### config.mk
export PLATFORM = sky130hd
export DESIGN_NAME = alu_sequencer
export DESIGN_NICKNAME = d
export VERILOG_FILES = /design/src/rtl/alu_sequencer.sv
export SDC_FILE = /design/constraint.sdc
export NUM_CORES = 1
export LEC_CHECK = 0
export CAP_MARGIN = 30
export CORE_AREA = 2 2 40 79
export DETAILED_ROUTE_END_ITERATION = 8
export DIE_AREA = 0 0 42 81
export HOLD_SLACK_MARGIN = 0.03
export PLACE_DENSITY = 0.81
export SKIP_CTS_REPAIR_TIMING = 1
export SYNTH_ARGS = -nofsm -noshare
export SYNTH_HDL_FRONTEND = slang
export SYNTH_SLANG_ARGS = --single-unit
### constraint.sdc
create_clock -name clk -period 2.8 [get_ports clk]
set_input_delay 0.28 -clock clk [delete_from_list [all_inputs] [get_ports clk]]
set_output_delay 0.28 -clock clk [all_outputs]
set_load 0.05 [all_outputs]
### src/rtl/alu_sequencer.sv
// Control sequencer for a simple 16-bit datapath: holds one instruction,
// walks it through register read, ALU and writeback steps, and drives strobes.
// Ports:
//   clk, reset (async, active-high)
//   load, in[15:0] : capture instruction (only while idle)
//   s              : start the held instruction
//   w              : idle/ready
//   err            : one-cycle pulse for an unsupported instruction
//   rnum, vsel, loada/b/c/s, asel, bsel, write, ALUop, shift, sximm8
//                  : datapath controls, all Moore (state + IR)
module alu_sequencer (
    input  logic        clk,
    input  logic        reset,
    input  logic        load,
    input  logic        s,
    input  logic [15:0] in,
    output logic        w,
    output logic        err,
    output logic [2:0]  rnum,
    output logic [1:0]  vsel,
    output logic        loada,
    output logic        loadb,
    output logic        loadc,
    output logic        loads,
    output logic        asel,
    output logic        bsel,
    output logic        write,
    output logic [1:0]  ALUop,
    output logic [1:0]  shift,
    output logic [15:0] sximm8
);

    typedef enum logic [2:0] {
        WAIT, DECODE, GET_A, GET_B, ALU, WRITE_REG, WRITE_IMM
    } state_t;

    state_t      state, next;
    logic [15:0] ir;

    logic [2:0] opcode;
    logic [1:0] op;
    logic [2:0] rn, rd, rm;
    logic [1:0] sh;

    assign opcode = ir[15:13];
    assign op     = ir[12:11];
    assign rn     = ir[10:8];
    assign rd     = ir[7:5];
    assign sh     = ir[4:3];
    assign rm     = ir[2:0];
    assign sximm8 = {{8{ir[7]}}, ir[7:0]};

    logic is_mov_imm, is_mov_reg, is_mvn, is_arith, is_cmp;

    assign is_mov_imm = (opcode == 3'b110) && (op == 2'b10);
    assign is_mov_reg = (opcode == 3'b110) && (op == 2'b00);
    assign is_mvn     = (opcode == 3'b101) && (op == 2'b11);
    // ADD, CMP, AND all need both operands
    assign is_arith   = (opcode == 3'b101) && (op != 2'b11);
    assign is_cmp     = (opcode == 3'b101) && (op == 2'b01);

    always_ff @(posedge clk or posedge reset) begin
        if (reset) begin
            state <= WAIT;
            ir    <= 16'h0000;
        end else begin
            state <= next;
            if (state == WAIT && load)
                ir <= in;
        end
    end

    always_comb begin
        next  = state;
        w     = 1'b0;
        err   = 1'b0;
        rnum  = 3'd0;
        vsel  = 2'b00;
        loada = 1'b0;
        loadb = 1'b0;
        loadc = 1'b0;
        loads = 1'b0;
        asel  = 1'b0;
        bsel  = 1'b0;
        write = 1'b0;
        ALUop = 2'b00;
        shift = 2'b00;
        unique case (state)
            WAIT: begin
                w = 1'b1;
                if (s)
                    next = DECODE;
            end
            DECODE: begin
                if (is_mov_imm)
                    next = WRITE_IMM;
                else if (is_mov_reg || is_mvn)
                    next = GET_B;
                else if (is_arith)
                    next = GET_A;
                else begin
                    // err is decoded here so it lasts exactly this one cycle
                    err  = 1'b1;
                    next = WAIT;
                end
            end
            GET_A: begin
                rnum  = rn;
                loada = 1'b1;
                next  = GET_B;
            end
            GET_B: begin
                rnum  = rm;
                loadb = 1'b1;
                next  = ALU;
            end
            ALU: begin
                shift = sh;
                if (is_mov_reg) begin
                    // MOV reg is computed as 0 + shifted Rm
                    ALUop = 2'b00;
                    asel  = 1'b1;
                end else begin
                    ALUop = op;
                end
                if (is_cmp) begin
                    loads = 1'b1;
                    next  = WAIT;
                end else begin
                    loadc = 1'b1;
                    next  = WRITE_REG;
                end
            end
            WRITE_REG: begin
                rnum  = rd;
                vsel  = 2'b00;
                write = 1'b1;
                next  = WAIT;
            end
            WRITE_IMM: begin
                rnum  = rn;
                vsel  = 2'b10;
                write = 1'b1;
                next  = WAIT;
            end
            default: next = WAIT;
        endcase
    end

endmodule

==> results by stage <==
Run status:
- The run finished with clean final reports.

Synthesis:
- The combinational family with the most area after synthesis is multiplexers.
- The complex-gate fraction of the synthesized area is 9.31%.
- After synthesis the cells add up to 1180 µm².
- For this run, the number of Yosys warnings is 0.
- The xor and xnor area share after synthesis is 0%.
- The share of the yosys chip area belonging to registers is 40.2%.
- sky130_fd_sc_hd__dfrtp_1 takes more of the synthesized area than any other cell.
- The share of synthesized cell area in full adder, half adder and majority cells is 0%.
- The simple-gate portion of the synthesized area is 14.0%.
- Each instance of the synthesized netlist takes up on average 11.7 µm².
- The post-synthesis instance total is 101.
- The portion of synthesized cell area occupied by the leading cell type is 40.2%.
- Counting flops and latches in the post-synthesis netlist gives 19.
- Yosys mapped the design onto 29 distinct sky130hd cell types.
- Of the post-synthesis cell area, the part taken by muxes is 19.4%.
- By area the synthesized netlist is led by sky130_fd_sc_hd__dfrtp_1, sky130_fd_sc_hd__mux2_4, sky130_fd_sc_hd__buf_4, sky130_fd_sc_hd__mux2_2, sky130_fd_sc_hd__a22o_1.

Global route:
- The first global-routing pass estimated 3730 µm of wire.
- Global routing used 14.0% of the available tracks across all layers.
- For this run the aggregate overflow at the end of global routing stands at 0.
- The number of global-route vias before repair was 844.
- Entering global routing, the biggest net connects 20 pins.
- The number of antenna violations at the first check in global routing is 0.

Finish:
- The number of fill cells is 244.
- Relative to the synthesized area, the layout overhead comes to 34.3%.
- The number of antenna diodes in the final layout is 0.
- The post-route cell area is 1590 µm².
- The finished layout holds 164 standard cells, fillers aside.
- The fraction of layout cells with a size suffix above 1 is 17.9%.
- The number of nets in the layout is 155.

Die:
- The die width is 42 µm.
- The floorplan step set the die height to 81 µm.
- The die footprint is 3400 µm².
- The top-level port count is 54.
- After floorplanning, the core was divided into 28 placement rows.
- The floorplan core area is 2840 µm².
- For this configuration, the core starts out at a cell density of 41.7%.

Placed design:
- Routability-driven placement finished with a final weighted congestion of 0.798.
- In this run the cell area measured after placement is 1540 µm².
- The number of I/O port buffers is 51.
- The final HPWL from detailed placement is 1810 µm.
- The cell count after placement is 160.

STA:
- The final number of hold-violating endpoints is 0.
- At the pin with the least slew margin, the transition time is 0.687 ns.
- The shortest clock period the worst path allows after layout is 2.50 ns.
- Summed over all failing endpoints, the final setup total negative slack is 0 ns.
- The tightest hold path in the finished design has a slack of 0.447 ns.
- The total of endpoints with negative setup slack in the final report is 0.
- Dividing the final minimum period by the clock period gives 89.1%.
- The post-route clock skew is 0.00250 ns.
- The final number of max-transition violations is 0.
- The achievable clock frequency is 401 MHz.
- Setup repair after global routing left no endpoint under its margin.
- Headroom to the max-slew limit came out at 54.1%.

Setup path:
- Measured in cells, the most critical reg-to-reg path has a length of 3.
- The count of buffer and inverter cells on the critical path is 1.
- The type of element capturing the critical path is a primary output.
- The top fanout value on the critical path is 11.
- On the worst path, the slowest cell contributes a delay of 0.83 ns.
- STA classifies the critical path startpoint as a flip-flop.
- The worst path arrival time is 2.22 ns.
- The slowest cell on the critical path is sky130_fd_sc_hd__clkdlybuf4s50_1.
- At the worst endpoint, the required time is 2.52 ns.
- Counting buffers and inverters, the worst setup path is 3 cells deep.
- Broken down by cell family, the worst path's largest delay share belongs to buffers and inverters.
- Traced cell by cell, the critical path runs through nor3b_2 > a21boi_2 > clkdlybuf4s50_1.
- The critical path class is flip-flop to primary output.

Route:
- The final wirelength is 2240 µm.
- Once detail routing completed, the nets flagged for antenna violations numbered 0.
- The residual DRC count is 0.
- The per-cell via count in the routed design is 5.00.
- In the final routed layout, each cell accounts on average for 13.6 µm.
- Detailed routing inserted a total of 820 vias.
- The number of DRC violations after detailed-routing iteration 0 is 10.
- The first-pass detailed-route iteration total is 2.

CTS:
- The TritonCTS sink count is 19.
- Buffers inserted during clock tree synthesis total 3.
- The master cell of the clock root buffer is sky130_fd_sc_hd__clkbuf_8.
- No sink is reached through more buffers than the 2 on the longest clock path.
- The CTS tree is built.
- The clock reaches the later pin of the worst-skew pair after 0.25 ns.
- CTS built an H-tree with a depth of 1.
- The clock transition at the registers of the reported paths is 0.07 ns.

Worst hold path:
- The path class of the lowest-slack min-delay path is input port to asynchronous set/reset pin.

Job:
- Across the run, the number of max-cap violations was 0.
registers in the layout, indices dropped and copies added, names as in the netlist:
register / cells
state: 3
ir: 16
area by class of cell:
cell class	count	area, µm²	share of cell area, %
multi-input cells	58	512	32.2
repair buffers	51	510	32.2
flip-flops and latches	19	475	29.9
clock buffers	4	45.0	2.84
well taps	30	37.5	2.36
inverters	2	7.51	0.473
metrics by stage:
step / util [%] / setup slack [ns]
final: 56.0 / 0.305
after global routing: 56.0 / 0.191
after CTS: 56.0 / 0.279
after detailed placement: 54.4 / 0.552
after global placement: 54.4 / 0.645
after floorplan: - / 0.715
metal layers:
| layer | global-route usage [%] | wire [µm] | share of wire (%) |
|---|---|---|---|
| met2 | 25.3 | 1130 | 50 |
| met1 | 15.7 | 908 | 41 |
| met5 | 0 | 0 | 0 |
| met3 | 4.00 | 202 | 9.0 |
| met4 | 3.87 | 0 | 0 |
worst paths after layout:
| path | from | end | slack [ns] |
|---|---|---|---|
| max | state[2]$_DFFE_PP0P_ | loadc | 0.30 |
| max reg2reg | state[2]$_DFFE_PP0P_ | ir[5]$_DFFE_PP0P_ | 1.23 |
| min in group clk | ir[10]$_DFFE_PP0P_ | ir[10]$_DFFE_PP0P_ | 0.52 |
| min | reset | ir[1]$_DFFE_PP0P_ | 0.45 |
| min reg2reg | ir[10]$_DFFE_PP0P_ | ir[10]$_DFFE_PP0P_ | 0.52 |
| max in group asynchronous | reset | state[1]$_DFFE_PP0P_ | 1.91 |
synth_stat cells:
library cell and number:
sky130_fd_sc_hd__o21a_1 1, sky130_fd_sc_hd__a22o_1 6, sky130_fd_sc_hd__dfrtp_1 19, sky130_fd_sc_hd__buf_4 18, sky130_fd_sc_hd__nor3b_2 1, sky130_fd_sc_hd__conb_1 1
sky130_fd_sc_hd__buf_8 1, sky130_fd_sc_hd__mux2_4 10, sky130_fd_sc_hd__inv_1 2, sky130_fd_sc_hd__and2_4 1, sky130_fd_sc_hd__nor2_1 5, sky130_fd_sc_hd__nor3_2 1
sky130_fd_sc_hd__nand2b_1 3, sky130_fd_sc_hd__nor3_1 2, sky130_fd_sc_hd__buf_6 1, sky130_fd_sc_hd__and3b_1 1, sky130_fd_sc_hd__and2_1 4, sky130_fd_sc_hd__o21bai_1 1
sky130_fd_sc_hd__and3_1 2, sky130_fd_sc_hd__nor2b_1 4, sky130_fd_sc_hd__mux2_2 7, sky130_fd_sc_hd__a311o_1 1, sky130_fd_sc_hd__a21boi_2 1, sky130_fd_sc_hd__buf_12 1
sky130_fd_sc_hd__nor3b_1 2, sky130_fd_sc_hd__buf_2 2, sky130_fd_sc_hd__a21boi_0 1, sky130_fd_sc_hd__a21o_1 1, sky130_fd_sc_hd__a31oi_1 1
cells by family after synthesis:
group | Yosys count
AND/OR/NAND/NOR | 26
buffers and inverters | 25
flip-flops | 19
multiplexers | 17
AO/OA/AOI/OAI | 13
other | 1
layout by cell type, fill, tap and decap left out:
cell,Yosys,layout
sky130_fd_sc_hd__clkbuf_1,0,1
sky130_fd_sc_hd__a22o_1,6,6
sky130_fd_sc_hd__clkbuf_8,0,3
sky130_fd_sc_hd__inv_1,2,2
sky130_fd_sc_hd__o21a_1,1,1
sky130_fd_sc_hd__a21o_1,1,1
sky130_fd_sc_hd__a31oi_1,1,1
sky130_fd_sc_hd__nor3_2,1,1
sky130_fd_sc_hd__a311o_1,1,1
sky130_fd_sc_hd__mux2_4,10,10
sky130_fd_sc_hd__a21boi_2,1,1
sky130_fd_sc_hd__conb_1,1,2
sky130_fd_sc_hd__a21boi_0,1,1
sky130_fd_sc_hd__clkdlybuf4s50_1,0,51
sky130_fd_sc_hd__nor3b_2,1,1
sky130_fd_sc_hd__and3b_1,1,1
sky130_fd_sc_hd__and3_1,2,2
sky130_fd_sc_hd__and2_1,4,4
sky130_fd_sc_hd__nor2_1,5,5
sky130_fd_sc_hd__nor3_1,2,2
sky130_fd_sc_hd__mux2_2,7,7
sky130_fd_sc_hd__nor3b_1,2,2
sky130_fd_sc_hd__and2_4,1,1
sky130_fd_sc_hd__nand2b_1,3,3
sky130_fd_sc_hd__nor2b_1,4,4
sky130_fd_sc_hd__dfrtp_1,19,19
sky130_fd_sc_hd__o21bai_1,1,1
Power is left out: the tool's default activity adds up to more than one toggle a clock period on the data nets, which glitch-free logic cannot reach.
